<file path="src/rtl/sel_mem_seq.sv">
// Sequencer for the 4-bit memory-select register: per word, one sel_en cycle then a valid/ready issue cycle.
// Word cost is 2 cycles when mac_ready stays high. mac_valid holds while mac_ready is low. Outputs are registered.
module sel_mem_seq #(
    parameter int N_SEL  = 10,
    parameter int N_PASS = 3,
    parameter int PASS_W = 2
) (
    input  logic              clk,
    input  logic              rst_n,
    input  logic              start,
    input  logic              abort,
    input  logic              mac_ready,
    output logic              sel_en,
    output logic [3:0]        sel_data,
    output logic              mac_valid,
    output logic              mac_last,
    output logic [PASS_W-1:0] pass_idx,
    output logic              busy,
    output logic              done
);

    localparam logic [1:0] S_IDLE  = 2'd0;
    localparam logic [1:0] S_LOAD  = 2'd1;
    localparam logic [1:0] S_ISSUE = 2'd2;
    localparam logic [1:0] S_DONE  = 2'd3;

    localparam logic [3:0]        LAST_SEL  = 4'(N_SEL - 1);
    localparam logic [PASS_W-1:0] LAST_PASS = PASS_W'(N_PASS - 1);

    logic [1:0]        state_q, state_d;
    logic [3:0]        sel_idx_q, sel_idx_d;
    logic [PASS_W-1:0] pass_q, pass_d;
    logic [3:0]        sel_data_q, sel_data_d;
    logic              sel_en_q, mac_valid_q, mac_last_q, busy_q, done_q;

    always_comb begin
        state_d   = state_q;
        sel_idx_d = sel_idx_q;
        pass_d    = pass_q;
        if (abort && (state_q != S_IDLE)) begin
            // Abort beats a transfer landing on the same edge.
            state_d   = S_IDLE;
            sel_idx_d = 4'd0;
            pass_d    = '0;
        end else begin
            case (state_q)
                S_IDLE: begin
                    if (start && !abort) begin
                        state_d   = S_LOAD;
                        sel_idx_d = 4'd0;
                        pass_d    = '0;
                    end
                end
                S_LOAD: state_d = S_ISSUE;
                S_ISSUE: begin
                    if (mac_ready) begin
                        if (sel_idx_q != LAST_SEL) begin
                            sel_idx_d = sel_idx_q + 4'd1;
                            state_d   = S_LOAD;
                        end else if (pass_q != LAST_PASS) begin
                            sel_idx_d = 4'd0;
                            pass_d    = pass_q + 1'b1;
                            state_d   = S_LOAD;
                        end else begin
                            state_d = S_DONE;
                        end
                    end
                end
                default: state_d = S_IDLE;
            endcase
        end
    end

    // sel_data only changes on entry to LOAD, so it holds the last code otherwise.
    assign sel_data_d = (state_d == S_LOAD) ? sel_idx_d : sel_data_q;

    always_ff @(posedge clk or negedge rst_n) begin
        if (!rst_n) begin
            state_q     <= S_IDLE;
            sel_idx_q   <= 4'd0;
            pass_q      <= '0;
            sel_data_q  <= 4'd0;
            sel_en_q    <= 1'b0;
            mac_valid_q <= 1'b0;
            mac_last_q  <= 1'b0;
            busy_q      <= 1'b0;
            done_q      <= 1'b0;
        end else begin
            state_q     <= state_d;
            sel_idx_q   <= sel_idx_d;
            pass_q      <= pass_d;
            sel_data_q  <= sel_data_d;
            sel_en_q    <= (state_d == S_LOAD);
            mac_valid_q <= (state_d == S_ISSUE);
            mac_last_q  <= (state_d == S_ISSUE) && (sel_idx_d == LAST_SEL);
            busy_q      <= (state_d == S_LOAD) || (state_d == S_ISSUE);
            done_q      <= (state_d == S_DONE);
        end
    end

    assign sel_en    = sel_en_q;
    assign sel_data  = sel_data_q;
    assign mac_valid = mac_valid_q;
    assign mac_last  = mac_last_q;
    assign pass_idx  = pass_q;
    assign busy      = busy_q;
    assign done      = done_q;

endmodule
</file>
<file path="config.mk">
export PLATFORM = sky130hd
export DESIGN_NAME = sel_mem_seq
export DESIGN_NICKNAME = d
export VERILOG_FILES = /design/src/rtl/sel_mem_seq.sv
export SDC_FILE = /design/constraint.sdc
export NUM_CORES = 1
export LEC_CHECK = 0
export ABC_CLOCK_PERIOD_IN_PS = 2520
export BUFFER_PORTS_ARGS = -buffer_cell sky130_fd_sc_hd__buf_2
export CAP_MARGIN = 20
export CORE_UTILIZATION = 40
export CTS_CLUSTER_SIZE = 14
export DETAILED_ROUTE_END_ITERATION = 12
export PLACE_DENSITY = 0.58
export SLEW_MARGIN = 20
export SYNTH_ARGS = -nofsm -noshare
export SYNTH_HDL_FRONTEND = slang
export SYNTH_SLANG_ARGS = --single-unit
</file>
<file path="constraint.sdc">
create_clock -name clk -period 2.52 [get_ports clk]
set_input_delay 0.252 -clock clk [delete_from_list [all_inputs] [get_ports clk]]
set_output_delay 0.252 -clock clk [all_outputs]
set_load 0.005 [all_outputs]
</file>
==> results of run 1 <==
-- power groups by stage --
stage / registers, W / clock network [W] / logic (W)
5_1_grt: 0.000297 / 0.000162 / 0.0000851
3_3_place_gp: 0.000300 / 0 / 0.0000753
2_1_floorplan: 0.000299 / 0 / 0.0000505
3_5_place_dp: 0.000301 / 0 / 0.0000755
6_report: 0.000295 / 0.000140 / 0.0000758
4_1_cts: 0.000295 / 0.000146 / 0.0000773
-- what timing repair did --
| item | 4_1_cts | 5_1_grt |
|---|---|---|
| hold buffers | 1 | 0 |
| buffers inserted | 0 | 0 |
| hold endpoints to repair | 17 | 0 |
| gates resized for setup | 0 | 0 |
-- cells in the final DEF (no fill, tap or decap), types with 2 or more instances in the layout --
master / count
dfrtp_1: 17
buf_2: 15
inv_1: 6
ha_1: 6
nand2_1: 4
and4b_1: 3
a21oi_1: 3
o21ai_0: 3
mux2_2: 3
mux2_4: 3
clkbuf_4: 3
o21ba_2: 2
and3_1: 2
or3_1: 2
nor2_1: 2
-- worst paths after layout --
check | startpoint | to | slack [ns] | cells after the start
setup reg to reg | sel_idx_q[1]$_DFF_PN0_ | sel_data[1]$_DFFE_PN0P_ | 0.48 | 8
hold / removal | abort | state_q[1]$_DFF_PN0_ | 0.34 | 2
min in group asynchronous | rst_n | busy$_DFF_PN0_ | 0.41 | 2
setup / recovery | sel_idx_q[1]$_DFF_PN0_ | sel_data[1]$_DFFE_PN0P_ | 0.48 | 8
max in group asynchronous | rst_n | pass_idx[1]$_DFFE_PN0P_ | 1.84 | 2
hold reg to reg | sel_data[0]$_DFFE_PN0P_ | sel_data[0]$_DFFE_PN0P_ | 0.51 | 1
-- metal layers --
| layer | up-vias | share of wire |
|---|---|---|
| met3 | 2 | 0.034 |
| met5 | - | 0 |
| met2 | 10 | 0.46 |
| li1 | 322 | - |
| met4 | 0 | 0.0087 |
| met1 | 315 | 0.50 |
-- cell type report --
| class | count | area [µm²] | area share |
|---|---|---|---|
| inverter | 6 | 22.52 | 0.02133 |
| timing repair buffer | 16 | 85.08 | 0.08057 |
| tap | 28 | 35.03 | 0.03318 |
| sequential | 17 | 425.4 | 0.4028 |
| multi-input combinational | 54 | 461.7 | 0.4372 |
| clock buffer | 4 | 26.28 | 0.02488 |
-- flip-flops by register name, summed over array words and instances, names as in the netlist, 2 cells and up --
name,flops
pass_idx,2
sel_data,4
sel_idx_q,4
state_q,2
-- cells by family (layout without fill, tap and decap cells) --
| kind of cell | after synthesis | in the layout | share of synthesized area |
|---|---|---|---|
| AO/OA/AOI/OAI | 19 | 19 | 0.1644 |
| adder cells (fa/ha/maj) | 6 | 6 | 0.08152 |
| buffers and inverters | 7 | 26 | 0.03668 |
| flip-flops | 17 | 17 | 0.4620 |
| multiplexers | 6 | 6 | 0.08559 |
| AND/OR/NAND/NOR | 23 | 23 | 0.1698 |
-- synthesized netlist by cell type, types with 2 or more instances --
cell type / instances
and4b_1: 3
mux2_4: 3
ha_1: 6
dfrtp_1: 17
or3_1: 2
a21oi_1: 3
o21ba_2: 2
inv_1: 6
o21ai_0: 3
nand2_1: 4
nor2_1: 2
and3_1: 2
mux2_2: 3
-- worst max-delay path: stages (launching register included) --
cell and delay (ns):
dfrtp_1 0.42, inv_1 0.06, ha_1 0.20, and4b_1 0.24
nor2b_1 0.13, nor3_1 0.07, o21bai_1 0.16, ha_1 0.30
mux2_2 0.37
-- through the flow --
step           total power [W]  worst slack, ns  hold WS [ns]    util
2_1_floorplan        0.0003494           0.6722      -0.04359       -
3_3_place_gp         0.0003756           0.5224        0.1865  0.4654
3_5_place_dp         0.0003761           0.4926        0.1908  0.4654
4_1_cts              0.0005184           0.4612        0.3395  0.4820
5_1_grt              0.0005446           0.3060        0.3488  0.4820
6_report             0.0005112           0.4776        0.3434  0.4820
==> flow_summary.json, run 1 <==
{
  "status": "finished, final reports clean",
  "hold_viol_final": 0,
  "globalRouteTotalUtil": 0.1508,
  "ys_ff_latch": 17,
  "first_global_vias": 626,
  "powerDensity_nw_per_um2": 484.1,
  "worstPathMaxFanout": 6,
  "cts.sinks": 17,
  "critPathKind": "flip-flop to flip-flop",
  "path_clk_slew_ns": 0.10,
  "htree_num_levels": 1,
  "synth_edf_count": 0,
  "wl_per_cell_um": 12.83,
  "drive_gt1_frac": 0.3608,
  "hold_class": "primary input to flip-flop",
  "fin_crit_sh": 0.8105,
  "ys_warn_count": 0,
  "netlist_top_cells_area": "dfrtp_1 46%, ha_1 8.2%, mux2_4 4.9%",
  "leakage_nw": 0.5583,
  "via_per_inst": 5.192,
  "arrival_ns": 2.21,
  "combPwrFrac": 0.148,
  "yosys.area.top_type": "dfrtp_1",
  "max_cap_viol_count": 0,
  "synth_top_area_share": 0.4620,
  "diodes": 0,
  "firstDrtPassIters": 4,
  "skew_ns": 0.006436,
  "drt_iter0_drc": 10,
  "fin_setup_tns_ns": 0,
  "synth_ff_type": "dfrtp_1",
  "seqPwrFrac": 0.577,
  "antenna_found_initial": 0,
  "seq_area_frac_synth": 0.4620,
  "cts_tree": "built",
  "grt_pass1_wl_um": 2773,
  "placed_cells": 120,
  "synth_async_sr_flop_share": 1.000,
  "syn_area_per_cell_um2": 11.81,
  "gp_congestion": 0.8079,
  "synth_nets": 89,
  "port_buffers": 15,
  "stdcell_count": 125,
  "ir_drop_mv": 0.3218,
  "gr-usage-met2": 0.2356,
  "p_int_w": 0.0003818,
  "crit_path_start_kind": "flip-flop",
  "clk_latency_ns": 0.28,
  "final_area_um2": 1056,
  "fillers": 212,
  "p_sw_w": 0.0001294,
  "required_ns": 2.69,
  "rsz0062_at_grt": "false",
  "grt.met3_usage": 0.03086,
  "root_buffer": "clkbuf_4",
  "die_height_um": 49.98,
  "design.die.area_um2": 2498,
  "placed_area_um2": 1020,
  "initial_core_util": 0.4203,
  "setup_viol": 0,
  "postSynthCellCount": 78,
  "max_freq_mhz": 489.6,
  "num_rows": 17,
  "period_needed_ns": 2.042,
  "cts_buffer_depth": 2,
  "drv_slew": 0,
  "sw_frac_of_total": 0.2531,
  "top_usage_layer": "met2",
  "yosysUniqueCellTypes": 35,
  "grt_max_degree": 18,
  "p_clk_frac": 0.275,
  "die-width_um": 49.98,
  "io_pins": 16,
  "syn_area_um2": 920.9,
  "fp.coreArea_um2": 2191,
  "maxSlewHeadroom": 0.6946,
  "drc_errors": 0,
  "met1_usage": 0.2031,
  "area_delta_synth_final_pct": 14.67,
  "wl_um": 1604,
  "vias": 649,
  "tightest_slew_ns": 0.4533,
  "detailed_place_hpwl_um": 1235,
  "overflow": 0,
  "antenna_left": 0,
  "cp-end-kind": "flip-flop",
  "cts_buffers": 3,
  "final_nets": 109
}
Power figures use the tool's default switching activity.
==> inputs of run 2 (changes only) <==
--- a/config.mk
+++ b/config.mk
@@ -5,13 +5,13 @@
 export SDC_FILE = /design/constraint.sdc
 export NUM_CORES = 1
 export LEC_CHECK = 0
-export ABC_CLOCK_PERIOD_IN_PS = 2520
+export ABC_CLOCK_PERIOD_IN_PS = 1680
 export BUFFER_PORTS_ARGS = -buffer_cell sky130_fd_sc_hd__buf_2
 export CAP_MARGIN = 20
 export CORE_UTILIZATION = 40
 export CTS_CLUSTER_SIZE = 14
 export DETAILED_ROUTE_END_ITERATION = 12
-export PLACE_DENSITY = 0.58
+export PLACE_DENSITY = 0.61
 export SLEW_MARGIN = 20
 export SYNTH_ARGS = -nofsm -noshare
 export SYNTH_HDL_FRONTEND = slang
==> constraint.sdc (replaced) <==
create_clock -name clk -period 1.68 [get_ports clk]
set_input_delay 0.168 -clock clk [delete_from_list [all_inputs] [get_ports clk]]
set_output_delay 0.168 -clock clk [all_outputs]
set_load 0.005 [all_outputs]
==> run 2 against run 1 <==
Effect of this change:
- the flow now finishes with violations (negative setup slack)
- design area rose by 21%
- flip-flop and latch count did not move
- maximum frequency rose by 6.6%
- combinational power rose by 120%
- wire length rose by 20%
- largest power group unchanged
- core utilization rose by 10 points
- hold slack got worse by 0.035 ns
- non-clock buffer count rose by 21
- count of clock-buffer cells in the layout fell by 1
- sequential power rose by 49%
- highest routed layer unchanged
==> flow_summary.json, run 2 (same netlist as run 1, synthesis figures left out) <==
{
  "antenna_left": 0,
  "initial_core_util": 0.4203,
  "firstDrtPassIters": 4,
  "cp-end-kind": "flip-flop",
  "place_ws_ns": -0.2196,
  "gp_congestion": 0.8181,
  "required_ns": 1.86,
  "max_stage_delay_ns": 0.40,
  "crit_slowest_cell": "dfrtp_1",
  "diodes": 0,
  "drc_errors": 0,
  "max_freq_mhz": 522.0,
  "cp_num_buf_inv": 0,
  "die-width_um": 49.98,
  "overflow": 0,
  "skew_ns": 0.006454,
  "wl_um": 1922,
  "drive_gt1_frac": 0.5593,
  "p_clk_frac": 0.263,
  "p_int_w": 0.0005993,
  "crit_path_start_kind": "flip-flop",
  "critPathTopFamily": "adder cells",
  "cts_buffers": 3,
  "port_buffers": 15,
  "io_pins": 16,
  "crit_top_cell": "ha_2",
  "grt_max_degree": 18,
  "placed_cells": 134,
  "detailed_place_hpwl_um": 1381,
  "num_rows": 17,
  "cts_tree": "built",
  "fp.coreArea_um2": 2191,
  "wl_per_cell_um": 13.16,
  "mostFrequentLayoutCells": "21 x buf_4, 16 x dfrtp_1, 15 x buf_2",
  "fin_util": 0.5848,
  "seqPwrFrac": 0.538,
  "fin_crit_sh": 1.140,
  "die_height_um": 49.98,
  "root_buffer": "clkbuf_4",
  "hold_viol_final": 0,
  "grt_pass1_wl_um": 3180,
  "first_global_vias": 735,
  "period_needed_ns": 1.916,
  "mostFrequentLayoutCell": "buf_4",
  "drt_iter0_drc": 5,
  "leakage_nw": 0.6701,
  "hold_class": "primary input to asynchronous set/reset pin",
  "maxSlewHeadroom": 0.7063,
  "cts.sinks": 17,
  "powerDensity_nw_per_um2": 638.2,
  "violations": "negative setup slack",
  "combPwrFrac": 0.199,
  "critPathKind": "flip-flop to flip-flop",
  "worstPathMaxFanout": 5,
  "setup_ws_ns": -0.2358,
  "rsz0062_at_grt": "true",
  "tightest_slew_ns": 0.4379,
  "p_sw_w": 0.0002183,
  "setup_viol": 6,
  "path_cells": "ha_2 -> and4b_1 -> nor2b_1 -> nor3_2 -> o21bai_1 -> ha_2 -> mux2_4",
  "path_clk_slew_ns": 0.10,
  "drv_slew": 0,
  "area_delta_synth_final_pct": 39.13,
  "ir_drop_mv": 0.5200,
  "antenna_found_initial": 0,
  "htree_num_levels": 1,
  "globalRouteTotalUtil": 0.1716,
  "design.die.area_um2": 2498,
  "cts_buffer_depth": 2,
  "max_cap_viol_count": 0,
  "via_per_inst": 5.096,
  "total_power_w": 0.0008177,
  "clk_latency_ns": 0.29,
  "sw_frac_of_total": 0.2670,
  "arrival_ns": 2.10,
  "status": "finished with violations",
  "final_nets": 130,
  "stdcell_count": 146,
  "vias": 744
}
==> run 2: changes by cell type in the layout (fill, tap and decap cells not counted), moves of 3 or more <==
cell,before,now
buf_4,0,21
mux2_2,3,0
ha_2,0,3
mux2_4,3,6
ha_1,6,2
==> run 2: worst register-to-register path, cell delays in order, from the launching register on <==
cell and delay, ns:
dfrtp_1 0.40, ha_2 0.19, and4b_1 0.22, nor2b_1 0.16, nor3_2 0.06, o21bai_1 0.17, ha_2 0.30, mux2_4 0.32
==> run 2: worst paths after layout <==
kind,to,depth (start not counted),slack (ns),start
min in group clk,busy$_DFF_PN0_,4,0.32,abort
setup / recovery,sel_data[0]$_DFFE_PN0P_,7,-0.24,pass_idx[1]$_DFFE_PN0P_
hold reg to reg,sel_data[3]$_DFFE_PN0P_,1,0.52,sel_data[3]$_DFFE_PN0P_
hold / removal,busy$_DFF_PN0_,2,0.31,rst_n
max in group asynchronous,state_q[0]$_DFF_PN0_,2,1.09,rst_n
setup reg to reg,sel_data[0]$_DFFE_PN0P_,7,-0.24,pass_idx[1]$_DFFE_PN0P_
==> run 2: timing repair <==
| item | 4_1_cts | 5_1_grt |
|---|---|---|
| pin swaps | 7 | 5 |
| hold endpoints to repair | 17 | 0 |
| setup endpoints to repair | 7 | 11 |
| buffers inserted | 6 | 1 |
| hold buffers | 1 | 0 |
| resized for setup | 7 | 6 |
==> run 2: metrics by stage <==
| stage | TNS [ns] | cell area, µm² | hold slack (ns) |
|---|---|---|---|
| 2_1_floorplan | -0.4687 | 927.1 | -0.1276 |
| 3_3_place_gp | -0.8172 | 1131 | 0.09936 |
| 3_5_place_dp | -0.9850 | 1131 | 0.1088 |
| 4_1_cts | -0.8747 | 1241 | 0.3075 |
| 5_1_grt | -1.842 | 1281 | 0.3247 |
| 6_report | -1.237 | 1281 | 0.3082 |
==> run 2: routing by layer <==
metal,global-route usage,share of wire,vias up
met4,0.1000,0.016,0
met1,0.2201,0.47,360
li1,-,-,369
met2,0.2756,0.49,11
met5,0,0,-
met3,0.01852,0.020,4
==> run 2: cell type report <==
cell class,instances,area [µm²]
flip-flops and latches,17,426.7
fillers,191,909.6
clock buffers,3,22.52
repair buffers,37,242.7
well taps,28,35.03
inverters,6,22.52
multi-input cells,54,526.8
clock inverters,1,5.005
==> run 2: power by group through the flow <==
stage               registers [W]  clock network (W)  logic [W]
floorplan                0.000448                  0  0.0000768
global placement         0.000448                  0   0.000136
detailed placement       0.000448                  0   0.000139
CTS                      0.000440           0.000222   0.000154
global route             0.000442           0.000246   0.000180
finish                   0.000440           0.000215   0.000163
